<file path="src/rtl/mole_round_if.sv">
// Handshake/status bundle between a whack-a-mole round controller and its host.
interface mole_round_if #(
  parameter int N_TGT   = 7,
  parameter int SCORE_W = 8,
  parameter int TMR_W   = 16,
  parameter int MISS_W  = 2
);
  logic               start;
  logic [N_TGT-1:0]   btn;
  logic [N_TGT-1:0]   pattern_in;
  logic [TMR_W-1:0]   round_len;
  logic [N_TGT-1:0]   targets;
  logic [SCORE_W-1:0] score;
  logic [MISS_W-1:0]  misses;
  logic               hit_pulse;
  logic               miss_pulse;
  logic               wrong_pulse;
  logic               in_penalty;
  logic               game_over;

  modport master (
    output start, btn, pattern_in, round_len,
    input  targets, score, misses, hit_pulse, miss_pulse, wrong_pulse,
           in_penalty, game_over
  );

  modport slave (
    input  start, btn, pattern_in, round_len,
    output targets, score, misses, hit_pulse, miss_pulse, wrong_pulse,
           in_penalty, game_over
  );
endinterface

</file>
<file path="src/rtl/mole_round_ctrl.sv">
// Round controller: loads a target pattern, times the round, scores hits,
// locks out wrong buttons behind a penalty window, ends the game on misses.
module mole_round_ctrl #(
  parameter int N_TGT    = 7,
  parameter int SCORE_W  = 8,
  parameter int TMR_W    = 16,
  parameter int PEN_CYC  = 250,
  parameter int MAX_MISS = 3
) (
  input  logic        clk,
  input  logic        rst_n,
  mole_round_if.slave bus
);
  localparam int MISS_W = $clog2(MAX_MISS + 1);
  localparam int PEN_W  = $clog2(PEN_CYC + 1);

  typedef enum logic [2:0] {S_IDLE, S_LOAD, S_ARMED, S_PEN, S_OVER} state_t;

  state_t             state_q, state_d;
  logic [N_TGT-1:0]   tgt_q, tgt_d, lock_q, lock_d;
  logic [TMR_W-1:0]   tmr_q, tmr_d, tmr_dec;
  logic [PEN_W-1:0]   pen_q, pen_d;
  logic [SCORE_W-1:0] score_q, score_d;
  logic [MISS_W-1:0]  miss_q, miss_d, miss_inc;
  logic               hit_q, hit_d, missp_q, missp_d, wrong_q, wrong_d;
  logic [N_TGT-1:0]   wrong_bits;
  logic               is_hit, expire;

  // Round timer never wraps; a wrong press on the last tick leaves it at 0,
  // which PENALTY treats as already expired.
  assign tmr_dec    = (tmr_q == '0) ? '0 : tmr_q - TMR_W'(1);
  assign expire     = (tmr_q <= TMR_W'(1));
  assign wrong_bits = bus.btn & ~tgt_q & ~lock_q;
  assign is_hit     = ((bus.btn & tgt_q) == tgt_q);
  assign miss_inc   = miss_q + MISS_W'(1);

  // State and datapath registers.
  always_ff @(posedge clk or negedge rst_n) begin
    if (!rst_n) begin
      state_q <= S_IDLE;
      tgt_q   <= '0;
      lock_q  <= '0;
      tmr_q   <= '0;
      pen_q   <= '0;
      score_q <= '0;
      miss_q  <= '0;
      hit_q   <= 1'b0;
      missp_q <= 1'b0;
      wrong_q <= 1'b0;
    end else begin
      state_q <= state_d;
      tgt_q   <= tgt_d;
      lock_q  <= lock_d;
      tmr_q   <= tmr_d;
      pen_q   <= pen_d;
      score_q <= score_d;
      miss_q  <= miss_d;
      hit_q   <= hit_d;
      missp_q <= missp_d;
      wrong_q <= wrong_d;
    end
  end

  // Next-state logic; priority in ARMED is wrong press, then hit, then expiry.
  always_comb begin
    state_d = state_q;
    tgt_d   = tgt_q;
    lock_d  = lock_q;
    tmr_d   = tmr_q;
    pen_d   = pen_q;
    score_d = score_q;
    miss_d  = miss_q;
    hit_d   = 1'b0;
    missp_d = 1'b0;
    wrong_d = 1'b0;
    unique case (state_q)
      S_IDLE, S_OVER: begin
        if (bus.start) begin
          score_d = '0;
          miss_d  = '0;
          state_d = S_LOAD;
        end
      end
      S_LOAD: begin
        tgt_d   = (bus.pattern_in == '0) ? N_TGT'(1) : bus.pattern_in;
        tmr_d   = (bus.round_len == '0) ? TMR_W'(1) : bus.round_len;
        lock_d  = '0;
        state_d = S_ARMED;
      end
      S_ARMED: begin
        tmr_d = tmr_dec;
        if (wrong_bits != '0) begin
          lock_d  = lock_q | wrong_bits;
          wrong_d = 1'b1;
          pen_d   = PEN_W'(PEN_CYC);
          state_d = S_PEN;
        end else if (is_hit) begin
          score_d = (score_q == '1) ? score_q : score_q + SCORE_W'(1);
          hit_d   = 1'b1;
          state_d = S_LOAD;
        end else if (expire) begin
          missp_d = 1'b1;
          miss_d  = miss_inc;
          state_d = (miss_inc == MISS_W'(MAX_MISS)) ? S_OVER : S_LOAD;
        end
      end
      S_PEN: begin
        tmr_d = tmr_dec;
        pen_d = (pen_q == '0) ? '0 : pen_q - PEN_W'(1);
        if (expire) begin
          missp_d = 1'b1;
          miss_d  = miss_inc;
          state_d = (miss_inc == MISS_W'(MAX_MISS)) ? S_OVER : S_LOAD;
        end else if (pen_q <= PEN_W'(1)) begin
          state_d = S_ARMED;
        end
      end
      default: state_d = S_IDLE;
    endcase
  end

  assign bus.targets     = (state_q == S_ARMED || state_q == S_PEN) ? tgt_q : '0;
  assign bus.score       = score_q;
  assign bus.misses      = miss_q;
  assign bus.hit_pulse   = hit_q;
  assign bus.miss_pulse  = missp_q;
  assign bus.wrong_pulse = wrong_q;
  assign bus.in_penalty  = (state_q == S_PEN);
  assign bus.game_over   = (state_q == S_OVER);
endmodule

</file>
<file path="src/flat_wrapper.sv">
// flat-port wrapper written by rule: the top's interface ports become plain ports
module mole_round_ctrl_flat 
#(
  parameter int N_TGT    = 7,
  parameter int SCORE_W  = 8,
  parameter int TMR_W    = 16,
  parameter int PEN_CYC  = 250,
  parameter int MAX_MISS = 3
)
  (clk, rst_n, bus_start, bus_btn, bus_pattern_in, bus_round_len, bus_targets, bus_score, bus_misses, bus_hit_pulse, bus_miss_pulse, bus_wrong_pulse, bus_in_penalty, bus_game_over);
  mole_round_if #(.N_TGT(N_TGT), .SCORE_W(SCORE_W), .TMR_W(TMR_W), .MISS_W(2)) bus_i ();
  input  logic clk;
  input  logic rst_n;
  input wire logic [$bits(bus_i.start)-1:0] bus_start;
  input wire logic [$bits(bus_i.btn)-1:0] bus_btn;
  input wire logic [$bits(bus_i.pattern_in)-1:0] bus_pattern_in;
  input wire logic [$bits(bus_i.round_len)-1:0] bus_round_len;
  output wire logic [$bits(bus_i.targets)-1:0] bus_targets;
  output wire logic [$bits(bus_i.score)-1:0] bus_score;
  output wire logic [$bits(bus_i.misses)-1:0] bus_misses;
  output wire logic [$bits(bus_i.hit_pulse)-1:0] bus_hit_pulse;
  output wire logic [$bits(bus_i.miss_pulse)-1:0] bus_miss_pulse;
  output wire logic [$bits(bus_i.wrong_pulse)-1:0] bus_wrong_pulse;
  output wire logic [$bits(bus_i.in_penalty)-1:0] bus_in_penalty;
  output wire logic [$bits(bus_i.game_over)-1:0] bus_game_over;
  assign bus_i.start = bus_start;
  assign bus_i.btn = bus_btn;
  assign bus_i.pattern_in = bus_pattern_in;
  assign bus_i.round_len = bus_round_len;
  assign bus_targets = bus_i.targets;
  assign bus_score = bus_i.score;
  assign bus_misses = bus_i.misses;
  assign bus_hit_pulse = bus_i.hit_pulse;
  assign bus_miss_pulse = bus_i.miss_pulse;
  assign bus_wrong_pulse = bus_i.wrong_pulse;
  assign bus_in_penalty = bus_i.in_penalty;
  assign bus_game_over = bus_i.game_over;
  mole_round_ctrl #(.N_TGT(N_TGT), .SCORE_W(SCORE_W), .TMR_W(TMR_W), .PEN_CYC(PEN_CYC), .MAX_MISS(MAX_MISS)) u_core (.clk(clk), .rst_n(rst_n), .bus(bus_i));
endmodule
</file>
<file path="config.mk">
export PLATFORM = sky130hd
export DESIGN_NAME = mole_round_ctrl_flat
export DESIGN_NICKNAME = d
export VERILOG_FILES = /design/src/rtl/mole_round_if.sv /design/src/rtl/mole_round_ctrl.sv /design/src/flat_wrapper.sv
export SDC_FILE = /design/constraint.sdc
export NUM_CORES = 1
export LEC_CHECK = 0
export ABC_CLOCK_PERIOD_IN_PS = 2700
export BUFFER_PORTS_ARGS = -buffer_cell sky130_fd_sc_hd__buf_4
export CAP_MARGIN = 10
export CORE_MARGIN = 4
export CORE_UTILIZATION = 35
export CTS_BUF_LIST = sky130_fd_sc_hd__clkbuf_4
export DETAILED_ROUTE_END_ITERATION = 10
export PLACE_DENSITY = 0.55
export SLEW_MARGIN = 20
export SYNTH_ARGS = -nofsm -noshare
export SYNTH_HDL_FRONTEND = slang
export SYNTH_SLANG_ARGS = --single-unit
</file>
<file path="constraint.sdc">
create_clock -name clk -period 2.7 [get_ports clk]
set_clock_uncertainty 0.15 [all_clocks]
set_input_delay 0.27 -clock clk [delete_from_list [all_inputs] [get_ports clk]]
set_output_delay 0.27 -clock clk [all_outputs]
set_load 0.03 [all_outputs]
</file>
## Yosys cells after proc, flatten, opt, wreduce, memory -nomap -nowiden

Cells that the tools add are included.

| storage, ports and cells | value |
|---|---|
| flip-flop bits (word level) | 54 |
| latch bits | 0 |
| bits in writable memories | 0 |
| ROM bits | 0 |
| output and inout port bits | 22 |
| logic and storage cells | 93 |
| memories | 0 |

| operators by class | value |
|---|---|
| add/subtract/negate cells | 4 |
| multiply operators | 0 |
| divide/modulo/power cells | 0 |
| magnitude comparators | 2 |
| equality and inequality tests | 15 |
| shifts and indexed selects | 0 |
| mux-type cells | 37 |
| bitwise operators | 6 |
| reduce and logical (&&, ||, !) cells | 19 |

Operator list:

| cell | number |
|---|---|
| $mux W8 | 6 |
| $logic_not A16 Y1 | 2 |
| $mux W16 | 2 |
| $pmux W16 S2 | 1 |
| $pmux W8 S2 | 2 |
| $and A7 B7 Y7 | 3 |
| $mux W3 | 7 |
| $mux W7 | 3 |
| $le A16 B1 Y1 const B | 1 |
| $sub A16 B1 Y16 const B | 1 |
| $not A7 Y7 | 2 |
| $pmux W7 S2 | 1 |
| $pmux W3 S4 | 1 |
| $add A8 B1 Y8 const B | 1 |
| $eq A8 B8 Y1 const B | 1 |
| $le A8 B1 Y1 const B | 1 |
| $logic_not A8 Y1 | 1 |
| $mux W1 | 8 |
| $mux W2 | 4 |
| $ne A2 B2 Y1 const B | 4 |
| $reduce_bool A2 Y1 | 4 |
| $sub A8 B1 Y8 const B | 1 |
| $eq A7 B7 Y1 | 1 |
| $logic_not A7 Y1 | 1 |
| other kinds (20) | 24 |

## Longest topological paths before layout

Gate-level depths: netlist of run 1.

| depth | value |
|---|---|
| depth after elaboration | 7 |
| mapped depth | 9 |

## Least setup slack after synthesis of run 1

No wires, ideal clock.

| path | value |
|---|---|
| kind | reg2reg |
| start point | register u_core.score_q[0] (netlist: u_core.bus.score[0]) |
| end point | register u_core.score_q[7] (netlist: u_core.bus.score[7]) |
| arrival time | 1871 ps |
| path slack | 545 ps |
| cell stages (with the launch flop) | 8 |
| buffers on the path | 0 |
| cell sequence | dfrtp_1 ha_1 and3_1 nand4_1 nand4_4 a2111oi_2 xnor2_1 nor2_1 |

| on the way | value |
|---|---|
| cells in the longest elaborated chain, start to end | 5 |

Ends and longest elaborated chain:

| element | RTL line | RTL |
|---|---|---|
| start, declared | mole_round_ctrl.sv:23 | `logic [SCORE_W-1:0] score_q, score_d;` |
| start signal, assigned | mole_round_ctrl.sv:56 | `score_q <= score_d;` |
| $add A8 B1 Y8 | mole_round_ctrl.sv:98 | `score_d = (score_q == '1) ? score_q : score_q + SCORE_W'(1);` |
| $mux W8 | mole_round_ctrl.sv:98 |  |
| $mux W8 | mole_round_ctrl.sv:97 | `end else if (is_hit) begin` |
| $mux W8 | mole_round_ctrl.sv:92 | `if (wrong_bits != '0) begin` |
| $pmux W8 S2 | mole_round_ctrl.sv:76 | `unique case (state_q)` |

Several ways; a longest one is shown, not always the timed one. The select of a mux whose other input is x is not followed.
A chain may end at the register's enable or synchronous reset.

## Worst setup path after layout of run 1

| path | value |
|---|---|
| start point | input port bus_btn[3] |
| end point | register u_core.score_q[6] (netlist: u_core.bus.score[6]) |

| on the way | value |
|---|---|
| cells in the longest elaborated chain, start to end | 5 |

Ends and longest elaborated chain:

| element | RTL line | RTL |
|---|---|---|
| start, declared | flat_wrapper.sv:15 | `input wire logic [$bits(bus_i.btn)-1:0] bus_btn;` |
| $and A7 B7 Y7 (2 in a row) | mole_round_ctrl.sv:33 | `assign wrong_bits = bus.btn & ~tgt_q & ~lock_q;` |
| $reduce_bool A7 Y1 | mole_round_ctrl.sv:92 |  |
| $ne A2 B2 Y1 (no line) | -- |  |
| $reduce_and A5 Y1 (no line) (*) | -- |  |

Every way passes the cells marked *; elsewhere a longest branch is shown, timed or not.

==> results.cfg, run 1 <==
[outcome]
outcome = finished clean

[synth]
synth_area_per_cell_sq_um = 9.100
synth_top_area_cell = dfrtp_1
syn_inst = 352
ys_seq_elements = 54
syn_nets = 393
synth.cell_area_sq_mm = 0.003203
ys_warn_count = 0
synth.distinct_cells = 60
ys_seq_area_share_pct = 42.19
synth_edf_count = 0
synth_top_area_share_pct = 42.19
synth_area_leaders = dfrtp_1 (42%), o21ai_0 (6.4%), nor2_1 (4.0%)
async_flop_share_pct = 100.0
synth_top_flop_cell = dfrtp_1

[clock_tree]
clkLatencyLatePin_ns = 0.39
post_cts_buffers = 0
cts_buffer_depth = 2
cts_buffers = 5
tritoncts = done
clkTransAtPathRegs_ns = 0.17
numClockSinks = 54
ctsHtreeMaxLevel = 2
cts_resized = 0
cts-hold-fix-buffers = 14
cts-root-buf = clkbuf_4

[setup_path]
r2r_start = u_core.bus.score[0]$_DFFE_PN0P_
r2r_slack_ns = 0.55
slowest_delay_ns = 0.54
crit_path_start = bus_btn[3]
cp.arrival_ns = 2.39
path_max_fanout = 12
cpMaxStageDelayCell = dlygate4sd3_1
cp.required_ns = 2.85
critical_path.top_delay_family = buffers and inverters
path_cells = dlygate4sd3_1 > buf_4 > nor3b_1 > nor3_4 > nand3_2 > nand2_4 > inv_2 > a21oi_2 > nand2_1 > o31ai_1
worst-path-buf-inv = 3
end_kind = register
startpoint_type = primary input
path_class = primary input to register

[finish]
multi_input_area_sq_mm = 0.001697
final_cell_mix = buf_4 (60), dfrtp_1 (54), o21ai_0 (41)
final_nets = 463
layout.cells.non_filler = 531
nFillCells = 864
drive_above_1_share_pct = 23.17
seq_area_sq_mm = 0.001351
antenna_cells = 0
final_area_sq_mm = 0.003934
area_growth_pct = 22.81
final_common_cell = buf_4

[placed_design]
pre_cts_slack_ns = 0.5739
dpl.hpwl_um = 6185
place_congestion = 0.7999
post_dp_cell_area_sq_mm = 0.003725
dp_cells = 508
portBuffers = 54

[route]
drt_iter0_drc = 140
avgRoutedWirePerCell_um = 15.86
vias = 2851
wl_um = 8421
ant_nets = 0
firstDrtPassIters = 4
routed_via_density = 5.369
route.detailed.drc = 0

[sta]
post-route-min-period_ns = 2.239
setup_ws_ns = 0.4612
relSlewSlack_pct = 52.77
setup_viol = 0
rsz0062_at_grt = no
fmax_mhz = 446.7
drv_slew = 0
worstMarginPinSlew_ns = 0.7084
finalCritPeriodShare_pct = 82.92
tns_ns = 0
hold_viol_final = 0

[floorplan]
ios = 55
die_width_um = 103.7
die_area_sq_mm = 0.01075
rows = 34
die_h_um = 103.7
start_util_pct = 36.37
design.core.area_sq_mm = 0.008806

[job]
cap_violations = 0

[global_routing]
grt.total_usage_pct = 15.76
grt_max_degree = 55
grt-ovfl-total = 0
antenna_found_initial = 0
grt_pass1_wl_um = 14300
grt_pass1_vias = 2880

[worst_hold_path]
hold_class = primary input to register
hp-start = bus_round_len[14]

[power_and_ir_drop]
vdd_drop_max_uv = 338.8
p_leak_nw = 1.654
power_mw = 3.808
power.density_mw_per_mm2 = 967.9
## worst paths after layout
path	end	cells after the start
min	u_core.tmr_q[14]$_DFFE_PN0P_	3
max reg2reg	u_core.bus.score[7]$_DFFE_PN0P_	7
min reg2reg	u_core.lock_q[6]$_DFFE_PN0P_	2
max	u_core.bus.score[6]$_DFFE_PN0P_	10
max in group asynchronous	u_core.bus.score[3]$_DFFE_PN0P_	2
min in group asynchronous	u_core.tgt_q[2]$_DFFE_PN0P_	2
## metrics by stage
stage,hold WS [ns],util [%]
floorplan,-0.1756,-
global placement,0.2281,42.30
detailed placement,0.2230,42.30
CTS,0.003588,44.56
global route,0.01731,44.67
finish,0.005985,44.67
## report_power, final
group          switching, mW  leakage (nW)  internal (mW)
sequential             0.310         0.660           1.11
combinational           1.27         0.961          0.745
clock                  0.274        0.0328          0.103
total                   1.85          1.65           1.96
## synthesized netlist by cell type, types with 3 or more instances
library cell and count:
nand4_1 3, nor2_1 34, or3_1 4, inv_1 20, a22oi_1 6, nor4_1 10, a31oi_1 8, and3_1 3
ha_1 8, nand3_1 7, o22ai_1 3, nand2_1 31, nand2b_1 9, o311ai_0 3, nor2_2 3, xnor2_1 5
a21oi_1 18, nor3b_1 6, o21ai_0 41, nor3_1 12, a211oi_1 3, inv_2 3, o21ai_1 3, dfrtp_1 54
or4_1 3, clkbuf_1 7
## cell families after synthesis
logic type / after synthesis / synth area share, %
muxes: 2 / 0.6250
xor gates and xnor gates: 5 / 1.367
adders and majority gates: 8 / 3.125
AOI/OAI and AO/OA: 106 / 22.38
and+or+nand+nor: 141 / 25.31
buffers and inverters: 36 / 5.000
DFF: 54 / 42.19
## final cells by class
type                    instances  area share [%]
clock buffers                   5          0.9542
inverters                      24           2.322
clock inverters                 3          0.5407
multi-input cells             262           43.13
repair buffers                 75           15.27
flip-flops and latches         54           34.35
well taps                     108           3.435
## per-layer routing
layer	vias to the layer above	global-route usage, %	routed length, um
met4	0	2.849	53
met5	-	0	0
met3	7	2.861	390
met1	1351	21.16	3901
met2	72	26.92	4076
li1	1421	-	-
## worst reg2reg max path: cells and delay by family (launching register included)
family	cells	cell delay, ns
flip-flops	1	0.46
AO/OA/AOI/OAI	1	0.41
XOR/XNOR	1	0.16
AND/OR/NAND/NOR	4	0.61
adder cells (fa/ha/maj)	1	0.24
## sequential cells by signal, indices dropped and copies added (netlist names)
signal                  cells
u_core.state_q              3
u_core.bus.score            8
u_core.pen_q                8
u_core.tgt_q                7
u_core.lock_q               7
u_core.bus.wrong_pulse      1
u_core.bus.hit_pulse        1
u_core.tmr_q               16
u_core.bus.misses           2
u_core.bus.miss_pulse       1
(Power assumes the default switching activity.)
==> inputs of run 2 (changes only) <==
--- a/config.mk
+++ b/config.mk
@@ -5,7 +5,7 @@
 export SDC_FILE = /design/constraint.sdc
 export NUM_CORES = 1
 export LEC_CHECK = 0
-export ABC_CLOCK_PERIOD_IN_PS = 2700
+export ABC_CLOCK_PERIOD_IN_PS = 2300
 export BUFFER_PORTS_ARGS = -buffer_cell sky130_fd_sc_hd__buf_4
 export CAP_MARGIN = 10
 export CORE_MARGIN = 4
==> constraint.sdc (replaced) <==
create_clock -name clk -period 2.3 [get_ports clk]
set_clock_uncertainty 0.15 [all_clocks]
set_input_delay 0.23 -clock clk [delete_from_list [all_inputs] [get_ports clk]]
set_output_delay 0.23 -clock clk [all_outputs]
set_load 0.03 [all_outputs]
==> run 2 against run 1 <==
Against the previous run:
- power grew 18%
- sequential power is 18% higher
- wire length is 0.24% higher
- highest routed layer unchanged
- final cell count is 1.5% higher
- critical path type unchanged
==> results.cfg, run 2 (synthesized netlist as in run 1, its figures left out) <==
[sta]
hold_ws_ns = 0.01945
post-route-min-period_ns = 2.204
tns_ns = 0
finalCritPeriodShare_pct = 95.81
relSlewSlack_pct = 53.76
setup_viol = 0
rsz0062_at_grt = no
drv_slew = 0
worstMarginPinSlew_ns = 0.6936
hold_viol_final = 0
fmax_mhz = 453.8

[route]
ant_nets = 0
drt-met1-wl_um = 4048
wl_met3_um = 309
route.detailed.drc = 0
avgRoutedWirePerCell_um = 15.66
drt_iter0_drc = 108
top_layer = met4
routed_via_density = 5.330
vias = 2873
wl_met2_um = 4016
wl_um = 8441
firstDrtPassIters = 4

[finish]
layout.cells.non_filler = 539
nFillCells = 852
seq_area_sq_mm = 0.001351
drive_above_1_share_pct = 23.67
regMostFlops = u_core.tmr_q
final_cell_mix = buf_4 (62), dfrtp_1 (54), o21ai_0 (41)
final_common_cell = buf_4
multi_input_area_sq_mm = 0.001712
antenna_cells = 0
final_nets = 471
largest_reg_flops = 16
area_growth_pct = 25.47

[global_routing]
grt_pass1_vias = 2843
grt_pass1_wl_um = 14300
grt.total_usage_pct = 15.78
grt_max_degree = 55
antenna_found_initial = 0
grt-ovfl-total = 0

[setup_path]
path_cells = dlygate4sd3_1 > buf_4 > nand2b_1 > o2111a_2 > o2111ai_1 > a41oi_2 > nor4_1 > or4_1
slowest_delay_ns = 0.54
path_max_fanout = 3
cp.required_ns = 2.41
critical_path.top_delay_family = compound AO/OA/AOI/OAI gates
cp.arrival_ns = 2.32
path_class = primary input to register
end_kind = register
startpoint_type = primary input
cpMaxStageDelayCell = dlygate4sd3_1
worst-path-buf-inv = 2

[floorplan]
die_h_um = 103.7
start_util_pct = 36.37
design.core.area_sq_mm = 0.008806
die_width_um = 103.7
ios = 55
rows = 34
die_area_sq_mm = 0.01075

[placed_design]
place_congestion = 0.8477
dp_cells = 510
dpl.hpwl_um = 6085
portBuffers = 54

[clock_tree]
cts-root-buf = clkbuf_4
post_cts_buffers = 0
ctsHtreeMaxLevel = 2
clkLatencyLatePin_ns = 0.37
cts_buffer_depth = 2
numClockSinks = 54
tritoncts = done
cts_buffers = 5
clkTransAtPathRegs_ns = 0.16

[job]
cap_violations = 0

[power_and_ir_drop]
power.density_mw_per_mm2 = 1120
vdd_drop_max_uv = 434.8
p_leak_nw = 1.692

[worst_hold_path]
hold_class = primary input to register

[outcome]
outcome = finished clean
-- run 2: changes by cell type in the layout (fill, tap and decap cells not counted), sizes merged --
cell	delta
buf	+2
clkbuf	+1
clkinv	-1
dlygate4sd3	+6
-- run 2: cell type report --
cell class / instances / area share (%)
Timing Repair Buffer: 83 / 16.81
Inverter: 24 / 2.273
Tap cell: 108 / 3.362
Clock buffer: 6 / 1.121
Multi-Input combinational cell: 262 / 42.59
Clock inverter: 2 / 0.2179
Sequential cell: 54 / 33.62
-- run 2: timing repair --
action	in CTS	in global routing
hold endpoints to repair	74	0
resized for setup	0	3
setup endpoints to repair	0	6
hold buffers	21	0
-- run 2: worst paths after layout --
path | to | slack (ns) | from | depth (start not counted)
setup reg to reg | u_core.bus.score[7]$_DFFE_PN0P_ | 0.18 | u_core.bus.score[0]$_DFFE_PN0P_ | 7
setup / recovery | u_core.state_q[1]$_DFFE_PN0P_ | 0.1 | bus_btn[5] | 8
min in group asynchronous | u_core.lock_q[0]$_DFFE_PN0P_ | 0.29 | rst_n | 2
hold / removal | u_core.tmr_q[4]$_DFFE_PN0P_ | 0.02 | bus_round_len[4] | 3
hold reg to reg | u_core.lock_q[1]$_DFFE_PN0P_ | 0.37 | u_core.lock_q[1]$_DFFE_PN0P_ | 2
max in group asynchronous | u_core.bus.score[0]$_DFFE_PN0P_ | 1.24 | rst_n | 2
-- run 2: per-stage QoR --
| stage | total power, mW | util (%) | cell area, sq um | worst slack [ns] |
|---|---|---|---|---|
| finish | 4.502 | 45.64 | 4019 | 0.09642 |
| global route | 4.885 | 45.64 | 4019 | 0.02357 |
| CTS | 4.521 | 45.47 | 4004 | 0.06182 |
| detailed placement | 4.068 | 42.47 | 3740 | 0.1907 |
| global placement | 4.047 | 42.47 | 3740 | 0.2313 |
| floorplan | 3.360 | - | 3203 | 0.1454 |
-- run 2: routing by layer --
metal  up-vias  GRT usage, %
li1       1434             -
met3         6         3.234
met5         -             0
met2        61         26.64
met1      1372         21.21
met4         0         2.849
-- run 2: worst reg2reg max path, cell delays in order (launching register included) --
cell,delay (ns)
dfrtp_1,0.44
ha_1,0.24
and3_1,0.22
nand4_1,0.16
nand4_4,0.18
a2111oi_2,0.44
xnor2_1,0.16
nor2_1,0.05
-- run 2: where the power goes --
group	switching (mW)	internal, mW
Sequential	0.362	1.30
Clock	0.287	0.128
Combinational	1.51	0.907
